**src/rtl/alu_share_arb_pkg.sv**
```systemverilog
// Shared constants for the two-requester ALU arbiter:
// ALU control codes, FSM state encoding and default widths.
package alu_share_arb_pkg;

   localparam int W_DEF     = 32;
   localparam int N_REQ_DEF = 2;

   localparam logic [3:0] CTRL_AND = 4'b0000;
   localparam logic [3:0] CTRL_OR  = 4'b0001;
   localparam logic [3:0] CTRL_ADD = 4'b0010;
   localparam logic [3:0] CTRL_SUB = 4'b0110;
   localparam logic [3:0] CTRL_SLT = 4'b0111;
   localparam logic [3:0] CTRL_NOR = 4'b1100;

   typedef enum logic [1:0] {
      ST_IDLE,
      ST_EXEC,
      ST_RESP
   } state_t;

endpackage

```
**src/rtl/alu_share_arb_if.sv**
```systemverilog
// Request/response bundle of alu_share_arb.
// rsp_ovf_o exists only when ALU_SHARE_ARB_OVF_EN is defined.
interface alu_share_arb_if
   import alu_share_arb_pkg::*;
#(
   parameter int N_REQ = N_REQ_DEF,
   parameter int W     = W_DEF
);

   logic [N_REQ-1:0]          req_valid_i;
   logic [N_REQ-1:0]          req_ready_o;
   logic [N_REQ-1:0][3:0]     req_ctrl_i;
   logic [N_REQ-1:0][W-1:0]   req_src1_i;
   logic [N_REQ-1:0][W-1:0]   req_src2_i;
   logic [N_REQ-1:0]          rsp_valid_o;
   logic [N_REQ-1:0]          rsp_ready_i;
   logic [W-1:0]              rsp_result_o;
   logic                      rsp_zero_o;
   logic                      busy_o;
`ifdef ALU_SHARE_ARB_OVF_EN
   logic                      rsp_ovf_o;
`endif

   modport slave (
      input  req_valid_i,
      input  req_ctrl_i,
      input  req_src1_i,
      input  req_src2_i,
      input  rsp_ready_i,
      output req_ready_o,
      output rsp_valid_o,
      output rsp_result_o,
      output rsp_zero_o,
`ifdef ALU_SHARE_ARB_OVF_EN
      output rsp_ovf_o,
`endif
      output busy_o
   );

   modport master (
      output req_valid_i,
      output req_ctrl_i,
      output req_src1_i,
      output req_src2_i,
      output rsp_ready_i,
      input  req_ready_o,
      input  rsp_valid_o,
      input  rsp_result_o,
      input  rsp_zero_o,
`ifdef ALU_SHARE_ARB_OVF_EN
      input  rsp_ovf_o,
`endif
      input  busy_o
   );

endinterface

```
**src/rtl/alu_share_arb_rr_grant2.sv**
```systemverilog
// Two-way round-robin grant: on contention the requester
// not served last wins.
module rr_grant2 (
   input  logic [1:0] valid,
   input  logic       last,
   output logic       gnt,
   output logic       any
);

   always_comb begin
      any = |valid;
      gnt = 1'b0;
      unique case (valid)
         2'b11:   gnt = ~last;
         2'b10:   gnt = 1'b1;
         default: gnt = 1'b0;
      endcase
   end

endmodule

```
**src/rtl/alu_share_arb.sv**
```systemverilog
// One ALU shared by two requesters, one op in flight.
// Define ALU_SHARE_ARB_OVF_EN to add the rsp_ovf_o flag.
module alu_share_arb
   import alu_share_arb_pkg::*;
#(
   parameter int N_REQ = N_REQ_DEF,
   parameter int W     = W_DEF
)(
   input logic            clk_i,
   input logic            rst_n,
   alu_share_arb_if.slave bus
);

   state_t       state;
   state_t       state_nx;
   logic [3:0]   ctrl_q;
   logic [W-1:0] a_q;
   logic [W-1:0] b_q;
   logic [W-1:0] res_q;
   logic         zero_q;
   logic         gid_q;
   logic         last_q;
   logic         gnt;
   logic         any;
   logic         accept;
   logic         done;

   logic         sub;
   logic [W-1:0] b_eff;
   logic [W-1:0] sum;
   logic         ovf;
   logic [W-1:0] alu_res;

   rr_grant2 u_grant (
      .valid (bus.req_valid_i[1:0]),
      .last  (last_q),
      .gnt   (gnt),
      .any   (any)
   );

   assign accept = (state == ST_IDLE) && any;
   assign done   = (state == ST_RESP) && bus.rsp_ready_i[gid_q];

   always_comb begin
      state_nx        = state;
      bus.req_ready_o = '0;
      bus.rsp_valid_o = '0;
      unique case (state)
         ST_IDLE: begin
            if (any) begin
               bus.req_ready_o[gnt] = 1'b1;
               state_nx = ST_EXEC;
            end
         end
         ST_EXEC: state_nx = ST_RESP;
         ST_RESP: begin
            bus.rsp_valid_o[gid_q] = 1'b1;
            if (bus.rsp_ready_i[gid_q])
               state_nx = ST_IDLE;
         end
         default: state_nx = ST_IDLE;
      endcase
   end

   // SUB and SLT share the inverted-operand adder path
   always_comb begin
      sub     = (ctrl_q == CTRL_SUB) || (ctrl_q == CTRL_SLT);
      b_eff   = sub ? ~b_q : b_q;
      sum     = a_q + b_eff + {{(W-1){1'b0}}, sub};
      ovf     = (a_q[W-1] == b_eff[W-1]) &&
                (sum[W-1] != a_q[W-1]);
      alu_res = '0;
      case (ctrl_q)
         CTRL_AND: alu_res = a_q & b_q;
         CTRL_OR:  alu_res = a_q | b_q;
         CTRL_ADD: alu_res = sum;
         CTRL_SUB: alu_res = sum;
         CTRL_SLT: alu_res = {{(W-1){1'b0}}, sum[W-1] ^ ovf};
         CTRL_NOR: alu_res = ~(a_q | b_q);
         default:  alu_res = '0;
      endcase
   end

   always_ff @(posedge clk_i) begin
      if (!rst_n) begin
         state  <= ST_IDLE;
         last_q <= 1'b1;
         gid_q  <= 1'b0;
         ctrl_q <= '0;
         a_q    <= '0;
         b_q    <= '0;
         res_q  <= '0;
         zero_q <= 1'b0;
      end else begin
         state <= state_nx;
         if (accept) begin
            gid_q  <= gnt;
            ctrl_q <= bus.req_ctrl_i[gnt];
            a_q    <= bus.req_src1_i[gnt];
            b_q    <= bus.req_src2_i[gnt];
         end
         if (state == ST_EXEC) begin
            res_q  <= alu_res;
            zero_q <= (alu_res == '0);
         end
         if (done)
            last_q <= gid_q;
      end
   end

`ifdef ALU_SHARE_ARB_OVF_EN
   logic ovf_q;

   always_ff @(posedge clk_i) begin
      if (!rst_n)
         ovf_q <= 1'b0;
      else if (state == ST_EXEC)
         ovf_q <= ((ctrl_q == CTRL_ADD) || (ctrl_q == CTRL_SUB)) && ovf;
   end

   assign bus.rsp_ovf_o = ovf_q;
`endif

   assign bus.rsp_result_o = res_q;
   assign bus.rsp_zero_o   = zero_q;
   assign bus.busy_o       = (state != ST_IDLE);

endmodule

```
**src/flat_wrapper.sv**
```systemverilog
// flat-port wrapper written by rule: the top's interface ports become plain ports
module alu_share_arb_flat import alu_share_arb_pkg::*;
#(
   parameter int N_REQ = N_REQ_DEF,
   parameter int W     = W_DEF
)
  (clk_i, rst_n, bus_req_valid_i, bus_req_ctrl_i, bus_req_src1_i, bus_req_src2_i, bus_rsp_ready_i, bus_req_ready_o, bus_rsp_valid_o, bus_rsp_result_o, bus_rsp_zero_o, bus_busy_o);
  alu_share_arb_if #(.N_REQ(N_REQ), .W(W)) bus_i ();
  input logic clk_i;
  input logic rst_n;
  input wire logic [$bits(bus_i.req_valid_i)-1:0] bus_req_valid_i;
  input wire logic [$bits(bus_i.req_ctrl_i)-1:0] bus_req_ctrl_i;
  input wire logic [$bits(bus_i.req_src1_i)-1:0] bus_req_src1_i;
  input wire logic [$bits(bus_i.req_src2_i)-1:0] bus_req_src2_i;
  input wire logic [$bits(bus_i.rsp_ready_i)-1:0] bus_rsp_ready_i;
  output wire logic [$bits(bus_i.req_ready_o)-1:0] bus_req_ready_o;
  output wire logic [$bits(bus_i.rsp_valid_o)-1:0] bus_rsp_valid_o;
  output wire logic [$bits(bus_i.rsp_result_o)-1:0] bus_rsp_result_o;
  output wire logic [$bits(bus_i.rsp_zero_o)-1:0] bus_rsp_zero_o;
  output wire logic [$bits(bus_i.busy_o)-1:0] bus_busy_o;
  assign bus_i.req_valid_i = bus_req_valid_i;
  assign bus_i.req_ctrl_i = bus_req_ctrl_i;
  assign bus_i.req_src1_i = bus_req_src1_i;
  assign bus_i.req_src2_i = bus_req_src2_i;
  assign bus_i.rsp_ready_i = bus_rsp_ready_i;
  assign bus_req_ready_o = bus_i.req_ready_o;
  assign bus_rsp_valid_o = bus_i.rsp_valid_o;
  assign bus_rsp_result_o = bus_i.rsp_result_o;
  assign bus_rsp_zero_o = bus_i.rsp_zero_o;
  assign bus_busy_o = bus_i.busy_o;
  alu_share_arb #(.N_REQ(N_REQ), .W(W)) u_core (.clk_i(clk_i), .rst_n(rst_n), .bus(bus_i));
endmodule
```
**config.mk**
```make
export PLATFORM = sky130hd
export DESIGN_NAME = alu_share_arb_flat
export DESIGN_NICKNAME = d
export VERILOG_FILES = /design/src/rtl/alu_share_arb_pkg.sv /design/src/rtl/alu_share_arb_if.sv /design/src/rtl/alu_share_arb_rr_grant2.sv /design/src/rtl/alu_share_arb.sv /design/src/flat_wrapper.sv
export SDC_FILE = /design/constraint.sdc
export NUM_CORES = 1
export LEC_CHECK = 0
export ABC_CLOCK_PERIOD_IN_PS = 11100
export CORE_ASPECT_RATIO = 0.5
export CORE_MARGIN = 8
export CORE_UTILIZATION = 55
export DETAILED_ROUTE_END_ITERATION = 8
export PLACE_DENSITY = 0.88
export SKIP_LAST_GASP = 1
export SLEW_MARGIN = 40
export SYNTH_ARGS = -nofsm -noshare
export SYNTH_HDL_FRONTEND = slang
export SYNTH_SLANG_ARGS = --single-unit
```
**constraint.sdc**
```tcl
create_clock -name clk_i -period 11.1 [get_ports clk_i]
set_input_delay 2.775 -clock clk_i [delete_from_list [all_inputs] [get_ports clk_i]]
set_output_delay 2.775 -clock clk_i [all_outputs]
set_load 0.005 [all_outputs]
```
==> results summary, run 1 <==
dfxtp_1 takes more of the synthesized area than any other cell. Across all register-to-register paths, the minimum setup slack is 6.05 ns. The total count of hold-check failures in the final report was 0. The headroom to the max-slew limit is 0.512. The sum of negative setup slack came out at 0 ns. The synthesized instance count is between 800 and 900. The setup skew after layout is 0.00697 ns. The number of antenna violations at the first check in global routing is 1. For the worst-skew pair, the clock arrives at the later sink with an insertion delay of 0.36 ns.

The number of slew-limit violations in the final report was 0. The number of nets still failing antenna checks after routing came out at 0. The critical path starts at bus_req_valid_i[0]. In the final routed layout, each cell accounts on average for 20.1 µm.

The end of the worst register-to-register path is u_core.bus.rsp_zero_o$_SDFFE_PN0N_. Setup repair after global routing left no endpoint under its margin. In this run the post-CTS setup repair buffer count came out at 0. The routed via count is approximately 7500. The tree is rooted in a clkbuf_16. The slew at the pin closest to its max-slew limit is 0.731 ns. The initial DRC count came out at 820.

Counting instances, the worst hold path has a depth of 2. The run finished with clean final reports. 180 I/O pins were placed.

For this run, the leading register cell type out of synthesis is dfxtp_1. For this run, the top clock speed supported by timing is 0.128 GHz. The final weighted congestion of routability-driven global placement came out at approximately 0.92. The height of the die came out at 98.0 µm. The number of search-and-repair iterations in the first detailed-routing pass came out at 7. The hold-fix buffer count after cts came out at 0. Counting the buffers created by CTS gives 9. The commonest cells after synthesis are nor2_1, dfxtp_1, a21oi_1, a222oi_1, nand2_1. The worst setup path is launched from an input pin. The count of antenna diodes in the layout is 0. The clock transition at the registers of the reported paths came out at approximately 0.070 ns. In this run the most critical hold path is launched from u_core.bus.rsp_result_o[12]$_SDFFE_PN0N_.

The share of final-layout standard cells stronger than drive strength 1 is 0.0844. The count of cells resized by post-cts repair is 0. The data required time of the critical path is 8.33 ns. The number of port buffers came out at 179. The detailed-route vias per instance came out at 6.35. The share of synthesized area in the top cell type comes to 0.284. The critical register-to-register path startpoint is u_core.ctrl_q[1]$_SDFFE_PN0P_. Counting flops with a built-in enable in the synthesized netlist gives 0. The worst hold slack is about 0.45 ns. Counting along the longest clock path gives a buffer depth of 2. The net count after synthesis is 1044. After the last flow step, the layout net total stands at 1183. The final routed DRC violation total came out at 0. The standard-cell row count came out at 30. The summed instance area of the synthesized netlist came out at between 7000 and 8000 µm². The largest individual stage delay along the critical path comes from the cell clkdlybuf4s50_1.

The reported leakage power came out at roughly 3.5 nW. The total overflow reported by the global router came out at 0. The global-route wire length before repair is around 38000 µm. The cell family contributing the most delay on the critical path is buffers and inverters. After synthesis the netlist holds a flip-flop and latch count of 105.

The core region area is between 10000 and 15000 µm². The sequential share of the synthesized area is 0.284. TritonCTS built the clock tree.

Entering global routing, the biggest net connects 62 pins. Along the worst path, the maximum fanout reaches 61. The arrival time of the worst setup path is a little over 5 ns. The number of clock sinks is around 110.

The peak supply drop came out at between 70 and 80 µV. The total routing usage reported by global routing is 0.256. The filler cell count is 1054. The die area is 17700 µm². From synthesis to final layout, the design area changed by 28.0%.

The min-delay analysis places its worst path in the category reg2reg. The delay of the slowest critical-path stage is 0.62 ns. By area the synthesized netlist is led by dfxtp_1, a222oi_1, nor2_1. The share of the clock period used by the worst path came out at 0.706.

The max-cap check violation count is 0. nor2_1 is the most common cell in the netlist. The clock tree synthesis step divided the H-tree into 3 levels. The via count of the first global-routing pass is 7224. The critical path is of the in2out type.

The die is 180 µm wide. The routed wire length came out at 23800 µm. The per-instance average area after synthesis came out at between 8 and 9 µm².

For this run, asynchronously set or reset flops after synthesis account for 0. The path depth of the worst reg2reg path is 15. The wire-length estimate of the detail-placed layout is 18400 µm. The sink of the worst hold path is u_core.bus.rsp_result_o[12]$_SDFFE_PN0N_.

The worst setup path is captured at an output pin. For this configuration, the core starts out at a cell density of 0.554. Setup violations remaining at the end of the flow were counted as 0. The critical path goes through clkdlybuf4s50_1, o21ai_4, buf_4, nor2_4, buf_4, clkdlybuf4s50_1. The worst path needs 7.84 ns of the cycle, external delays included. Power spread over the standard cell area amounts to 131 nW/µm². The netlist uses 93 different library cells. The count of buffering cells on the critical path with inverters included is 4.

The number of warning messages in the yosys log came out at 0.
worst register-to-register path: stages (launching register included):
cell       delay, ns
dfxtp_1         0.59
nand3b_4        0.56
xnor2_1         0.43
inv_1           0.11
fa_1            0.45
nand2b_2        0.21
a211oi_2        0.37
o211ai_2        0.24
a21o_2          0.26
a211oi_1        0.40
nand4_1         0.24
a2111oi_1       0.36
nand4_1         0.18
nor3_2          0.22
nand4_1         0.15
o31ai_2         0.19
report_power, final:
group / internal, W / switching (W) / total (W)
logic: 0.000212 / 0.000236 / 0.000448
clock network: 0.000164 / 0.000160 / 0.000324
registers: 0.000417 / 0.0000489 / 0.000466
total: 0.000793 / 0.000445 / 0.00124
placed cells by master, fill, tap and decap left out, drive strengths merged, types with 4 or more instances in the layout:
master / count
nor2: 132
nand3: 8
clkdlybuf4s50: 179
ha: 38
a221oi: 4
inv: 17
nand4: 10
nor2b: 5
a21oi: 68
clkbuf: 10
xor2: 7
nand2: 52
nand2b: 5
and2: 4
a21o: 8
o21bai: 4
xnor2: 42
a21boi: 4
o31ai: 18
mux2i: 15
a31oi: 4
nand3b: 4
or3: 7
nor3: 23
buf: 10
a211oi: 35
o21ai: 31
a222oi: 60
o211ai: 5
o21a: 10
maj3: 31
dfxtp: 105
state kept, by name, summed over array words and instances (netlist names):
register                 flops
u_core.a_q                  32
u_core.bus.rsp_result_o     32
u_core.ctrl_q                4
u_core.last_q                1
u_core.gid_q                 1
u_core.state                 2
u_core.b_q                  32
u_core.bus.rsp_zero_o        1
layer usage:
layer / track usage / share of wire / up-vias / wire length, µm
met3: 0.0459 / 0.062 / 44 / 1460
met1: 0.306 / 0.42 / 3597 / 9930
met5: 0 / 0.00038 / - / 9
met4: 0.0941 / 0.024 / 2 / 577
met2: 0.455 / 0.50 / 290 / 11800
li1: - / - / 3575 / -
final cells by class:
class                      instances  area [µm²]  area share
clock inverter                     6        56.3     0.00594
multi-input combinational        684        4940       0.522
inverter                          13        48.8     0.00515
clock buffer                      10         239      0.0252
timing repair buffer             189        1870       0.197
tap                              176         220      0.0232
sequential                       105        2100       0.222
worst max-delay path by stage:
stage | to | slack, ns | cells past startpoint
floorplan | bus_req_ready_o[1] | 4.71 | 4
global placement | bus_req_ready_o[0] | 3.34 | 6
detailed placement | bus_req_ready_o[0] | 3.33 | 6
CTS | bus_req_ready_o[0] | 3.33 | 6
global route | bus_req_ready_o[0] | 3.16 | 6
finish | bus_req_ready_o[0] | 3.26 | 6
through the flow:
step	worst slack [ns]	std cells	power [W]	area [µm²]	utilization
after detailed placement	3.33	1167	0.000915	9180	0.687
after floorplan	4.71	863	0.000763	7400	-
after global placement	3.34	1167	0.000904	9170	0.686
final	3.26	1183	0.00124	9480	0.709
after global routing	3.16	1183	0.00130	9480	0.709
after CTS	3.33	1183	0.00124	9480	0.709
kinds of logic after synthesis:
| kind of cell | after synthesis | synth area share |
|---|---|---|
| buf+inv | 74 | 0.0542 |
| compound gates | 278 | 0.295 |
| mux | 15 | 0.0203 |
| simple gates | 272 | 0.180 |
| xor+xnor | 49 | 0.0580 |
| fa+ha+maj | 70 | 0.109 |
| flops | 105 | 0.284 |
No activity file was read; power rests on OpenSTA's default activity.
==> run 2: changes to the inputs <==
ABC_CLOCK_PERIOD_IN_PS = 7500   (was 11100)
CORE_UTILIZATION = 51   (was 55)
PLACE_DENSITY = 0.82   (was 0.88)
clock period = 7.5 ns   (was 11.1 ns; I/O delays follow)
==> results summary, run 2 (synthesis gave the netlist of run 1 again) <==
The max-cap check violation count came out at 0. The arrival time of the worst setup path came out at 3.97 ns. The die area is 18900 µm². The detailed-route vias per instance is 6.29. The worst hold path class is reg2reg. The final routed DRC violation total is 0. The number of clock sinks is between 100 and 150.

The number of cells on the worst hold path came out at 2. Across the VDD grid, the largest voltage drop is 114 µV. The highest fanout seen on the critical path came out at 24. The worst hold slack came out at 0.454 ns. The initial standard-cell utilization of the core came out at 0.517. The delay of the slowest critical-path stage is 0.57 ns. The routed wire length came out at 24200 µm. The number of port buffers came out at 179. The headroom to the max-slew limit came out at 0.512. The CTS buffer count is 9. The critical path goes through clkdlybuf4s50_1, a21boi_1, nor2_4, buf_16, buf_16, clkdlybuf4s50_1.

The post-CTS setup buffer count came out at 0. The final period demand of the worst path is 5.85 ns. Global routing finished with a remaining overflow of 0. The number of top-level pins is 180. The clock passes through at most 2 buffers. Across all layers, the routed design uses 7590 vias. TritonCTS built the clock tree. The slowest stage of the critical path belongs to the cell clkdlybuf4s50_1. In the final layout, the share of cells above drive strength 1 is 0.0852. The number of nets still failing antenna checks after routing came out at 0. Measured on the finished design, the core utilization comes to 0.670. Setup repair after global routing left no endpoint under its margin. The multi-input logic area came out at around 4900 µm². The floorplan die width came out at 186 µm. Registers take 2100 µm². The maximum number of pins on one net before global-route repair is 96. The first global-routing pass estimated 37700 µm of wire. The library cells used most frequently in the layout, excluding fill and tap cells, are clkdlybuf4s50_1, nor2_1, dfxtp_1, a21oi_1, a222oi_1. The height of the die is 101 µm. The via count of the first global-routing pass came out at 7379. The final count of negative-setup-slack endpoints came out at 0.

Of the available clock period, the critical path in the final layout requires 0.780. Dividing the detail-routed wire length by the instance count gives 20.1 µm. STA classifies the critical path startpoint as an input pin. The number of antenna violations at the first check in global routing came to 0. The count of cells resized by post-cts repair is 0. The tree is rooted in a clkbuf_16. The total power draw is 0.00188 W. The run finished with clean final reports.

At the pin with the least slew margin, the transition time is roughly 0.73 ns. The number of slew-limit violations in the final report came out at 0. The post-synthesis to final-layout area growth is 29.5%.

In this run the power density over the cells is 196 nW/µm². Summed over all nets, the half-perimeter wirelength after detailed placement is 18200 µm. The final-stage net count is 1185. The source-to-sink clock delay at the later pin of the worst-skew pair is roughly 0.36 ns. The total routing usage reported by global routing is 0.241. The data required time of the critical path came out at 5.62 ns. By startpoint and endpoint, the worst setup path is classified as in2out. The total count of hold-check failures in the final report was 0. The reported leakage power came out at between 3 and 4 nW. The count of antenna diodes in the layout is 0.

The first detailed-routing pass took 7 iterations. The final weighted congestion of routability-driven global placement came out at 1.01. The setup skew after layout came out at approximately 0.010 ns. The number of hold buffers added after CTS was 0. The H-tree depth reported by CTS came out at 3. The path depth of the worst reg2reg path is 15.

The sum of negative setup slack is 0 ns. The most frequent standard cell in the layout excluding fill and tap cells is clkdlybuf4s50_1. The type of element capturing the critical path is an output pin. The maximum frequency from static timing analysis came out at approximately 0.17 GHz. The core region area came out at roughly 14000 µm². The standard-cell row count is 31. The filler cell count came out at 1166. The initial DRC count came out at just over 800. Clock-pin slew was measured on the worst setup and hold paths at around 0.070 ns.
[run 2: layer usage]
metal  part of all wire  track usage  wire length, µm  vias up
li1                   -            -                -     3581
met1               0.40        0.278             9680     3645
met2               0.50        0.439            12100      306
met3              0.068       0.0478             1640       58
met4              0.031       0.0960              753        0
met5                  0            0                0        -
[run 2: worst paths after layout]
kind / slack [ns] / to / from
setup / recovery: 1.65 / bus_req_ready_o[0] / bus_req_valid_i[0]
hold / removal: 0.45 / u_core.bus.rsp_result_o[12]$_SDFFE_PN0N_ / u_core.bus.rsp_result_o[12]$_SDFFE_PN0N_
setup reg to reg: 2.39 / u_core.bus.rsp_zero_o$_SDFFE_PN0N_ / u_core.ctrl_q[1]$_SDFFE_PN0P_
hold reg to reg: 0.45 / u_core.bus.rsp_result_o[12]$_SDFFE_PN0N_ / u_core.bus.rsp_result_o[12]$_SDFFE_PN0N_
[run 2: worst max-delay path, delay by kind of cell]
kind	cells	cell delay, ns
buffers and inverters	4	1.49
AND/OR/NAND/NOR	1	0.44
AO/OA/AOI/OAI	1	0.15
[run 2: area by class of cell]
cell class | instances | share of cell area
inverter | 13 | 0.00509
clock inverter | 7 | 0.00992
clock buffer | 9 | 0.0235
tap | 198 | 0.0258
timing repair buffer | 191 | 0.201
multi-input combinational | 684 | 0.515
sequential | 105 | 0.219
[run 2: power breakdown]
part,internal (W),leakage (nW),switching [W]
Clock,0.000269,0.157,0.000243
Sequential,0.000617,0.865,0.0000719
Combinational,0.000322,2.56,0.000356
[run 2: metrics by stage]
| step | worst slack [ns] | std cells | instance area, µm² |
|---|---|---|---|
| 6_report | 1.65 | 1207 | 9590 |
| 5_1_grt | 1.56 | 1207 | 9590 |
| 4_1_cts | 1.66 | 1207 | 9590 |
| 3_5_place_dp | 1.69 | 1191 | 9270 |
| 3_3_place_gp | 1.36 | 1189 | 9200 |
| 2_1_floorplan | 2.91 | 863 | 7400 |
==> run 3: changes to the inputs <==
ABC_CLOCK_PERIOD_IN_PS = 4990   (was 7500)
CORE_UTILIZATION = 46   (was 51)
PLACE_DENSITY = 0.78   (was 0.82)
clock period = 4.99 ns   (was 7.5 ns; I/O delays follow)
==> results summary, run 3 (synthesis gave the netlist of run 1 again) <==
Leaving out fill and tap cells, the most frequent cells in the layout are clkdlybuf4s50_1, nor2_1, dfxtp_1, a21oi_1, a222oi_1. For the pin with the worst max-slew slack, the measured transition is 0.718 ns. The path depth of the worst reg2reg path is 16. The share of the clock period used by the worst path is 0.903. The number of port buffers came out at between 150 and 200.

The area growth from synthesis to layout is 28.9%. The filler cells instantiated in the layout total about 1400. Summed over all nets, the half-perimeter wirelength after detailed placement is 19100 µm. From left edge to right edge, the die measures 195 µm.

In this run the post-CTS setup repair buffer count came out at 0. The maximum frequency from static timing analysis came out at 0.222 GHz. The root buffer cell chosen for the clock tree is clkbuf_16. The clock reaches the later pin of the worst-skew pair after between 0.3 and 0.4 ns. The total count of hold-check failures in the final report is 0. The die area came out at about 21000 µm². The multi-input logic area is between 4000 and 5000 µm². The power density over the cells is slightly below 300 nW/µm². STA classifies the critical path startpoint as a flip-flop. The type of element capturing the critical path is a flip-flop.

In the global route stage, overall resource usage came out at 0.226. The H-tree depth reported by CTS is 3. Setup slack on the worst reg-to-reg path comes out at 0.48 ns.

Of the cells placed in the final design, the portion with a size suffix greater than 1 is 0.0861. After clock tree synthesis, the clock-pin slew on the worst setup and hold paths is 0.07 ns. The detailed-route vias per instance is 6.11.

The maximum number of buffers from clock root to sink came out at 2. The initial DRC count came out at ~750. The most frequent standard cell in the layout excluding fill and tap cells is clkdlybuf4s50_1. The number of slew-limit violations in the final report came out at 0. The end of the worst register-to-register path is u_core.bus.rsp_zero_o$_SDFFE_PN0N_.

The number of top-level pins is 180. The count of cells resized by post-cts repair came out at 0. The clock net in this run drives a total of ~110 sinks. The core region area is 15600 µm². The total overflow reported by the global router came out at 0. The path with the worst hold slack has its endpoint at u_core.bus.rsp_result_o[12]$_SDFFE_PN0N_.

The CTS buffer count came out at 9. The highest fanout seen on the critical path came out at 16. The number of hold buffers added after CTS was 0.

The data required time of the critical path is about 5.3 ns. The floorplan has 32 rows. The final period demand of the worst path came out at 4.51 ns.

By startpoint and endpoint, the worst setup path is classified as reg2reg. The number of antenna violations at the first check in global routing is 0. In this run, placement finished with an instance count of about 1200.

The height of the die is 106 µm. For this run, design rule violations remaining after detail routing come to 1. The sequential cells in the finished layout cover a total of 2100 µm². TritonCTS built the clock tree.

The global-route wire length before repair is roughly 39000 µm. The non-filler instance count after layout came out at 1215. For this configuration, the core starts out at a cell density of 0.475. Setup repair after global routing left no endpoint under its margin.

The via count of the first global-routing pass came to between 7000 and 8000. The beginning of the worst hold path is u_core.bus.rsp_result_o[12]$_SDFFE_PN0N_. The reported leakage power came out at 3.53 nW. The share of the core filled with cells in the final layout is 0.613. The maximum number of pins on one net before global-route repair came out at 61. In this run the remaining antenna-violating nets after routing total 0. The routed via count is around 7400. The final count of negative-setup-slack endpoints is 0. The final weighted congestion of routability-driven global placement came out at 0.933.

Setup total negative slack on the finished layout was measured at 0 ns. In the final routed layout, each cell accounts on average for 20.3 µm. The path class of the tightest hold or removal check is reg2reg. The peak supply drop came out at 184 µV.

The run finished, with violations left. Clock skew on the completed layout was measured at 0.0106 ns. The worst register-to-register path begins at u_core.ctrl_q[1]$_SDFFE_PN0P_.

The number of cells on the worst hold path is 2. The headroom to the max-slew limit is 0.520. The final-stage net count came out at around 1200. The repair_antennas step left the layout with diodes totalling 0. Across the run, the number of max-cap violations was 0. For this run, the detailed router's first-pass iteration total came to 9.

The arrival time of the worst setup path came out at 4.78 ns. The final reports fail on design-rule violations. The routed design has 24700 µm of wire.
run 3: layer usage:
metal  share of wire  vias up  wire (µm)  global-route usage
li1                -     3574          -                   -
met4           0.024        0        597              0.0726
met1            0.43     3521      10600               0.277
met2            0.49      284      12000               0.401
met3           0.060       49       1490              0.0394
met5               0        -          0                   0
run 3: final cells by class:
class | count | share of cell area
multi-input cells | 684 | 0.517
flip-flops and latches | 105 | 0.220
repair buffers | 193 | 0.199
well taps | 204 | 0.0268
clock buffers | 10 | 0.0240
clock inverters | 6 | 0.00800
inverters | 13 | 0.00525
run 3: worst max-delay path by stage:
stage                                        startpoint                                 end  depth (start not counted)
after detailed placement  u_core.ctrl_q[1]$_SDFFE_PN0P_  u_core.bus.rsp_zero_o$_SDFFE_PN0N_                         16
after floorplan           u_core.ctrl_q[3]$_SDFFE_PN0P_  u_core.bus.rsp_zero_o$_SDFFE_PN0N_                         17
after global placement    u_core.ctrl_q[1]$_SDFFE_PN0P_  u_core.bus.rsp_zero_o$_SDFFE_PN0N_                         16
after global routing      u_core.ctrl_q[1]$_SDFFE_PN0P_  u_core.bus.rsp_zero_o$_SDFFE_PN0N_                         16
after CTS                 u_core.ctrl_q[1]$_SDFFE_PN0P_  u_core.bus.rsp_zero_o$_SDFFE_PN0N_                         16
final                     u_core.ctrl_q[1]$_SDFFE_PN0P_  u_core.bus.rsp_zero_o$_SDFFE_PN0N_                         16
run 3: critical path, stage by stage (launching register included):
cell and delay, ns:
dfxtp_1 0.56, nand3b_2 0.14, buf_4 0.25, nor2_1 0.11
a21oi_1 0.06, fa_1 0.43, nand2b_2 0.22, a211oi_2 0.38
o211ai_2 0.25, a21o_2 0.26, a211oi_1 0.41, nand4_1 0.29
a2111oi_1 0.33, nand4_1 0.17, nor3_2 0.23, nand4_1 0.14
o31ai_2 0.18
run 3: power by group:
part	switching, W	total (W)	leakage, nW	internal [W]
Sequential	0.000112	0.00104	0.865	0.000928
Combinational	0.000532	0.00101	2.52	0.000474
Clock	0.000338	0.000735	0.143	0.000398
Total	0.000982	0.00278	3.53	0.00180
run 3: through the flow:
step	instance area, µm²	worst slack [ns]	hold WS (ns)	power, W
floorplan	7400	1.18	0.448	0.00170
global placement	9240	0.686	0.447	0.00203
detailed placement	9240	0.641	0.454	0.00205
CTS	9540	0.615	0.462	0.00278
global route	9540	0.186	0.488	0.00293
finish	9540	0.483	0.461	0.00278
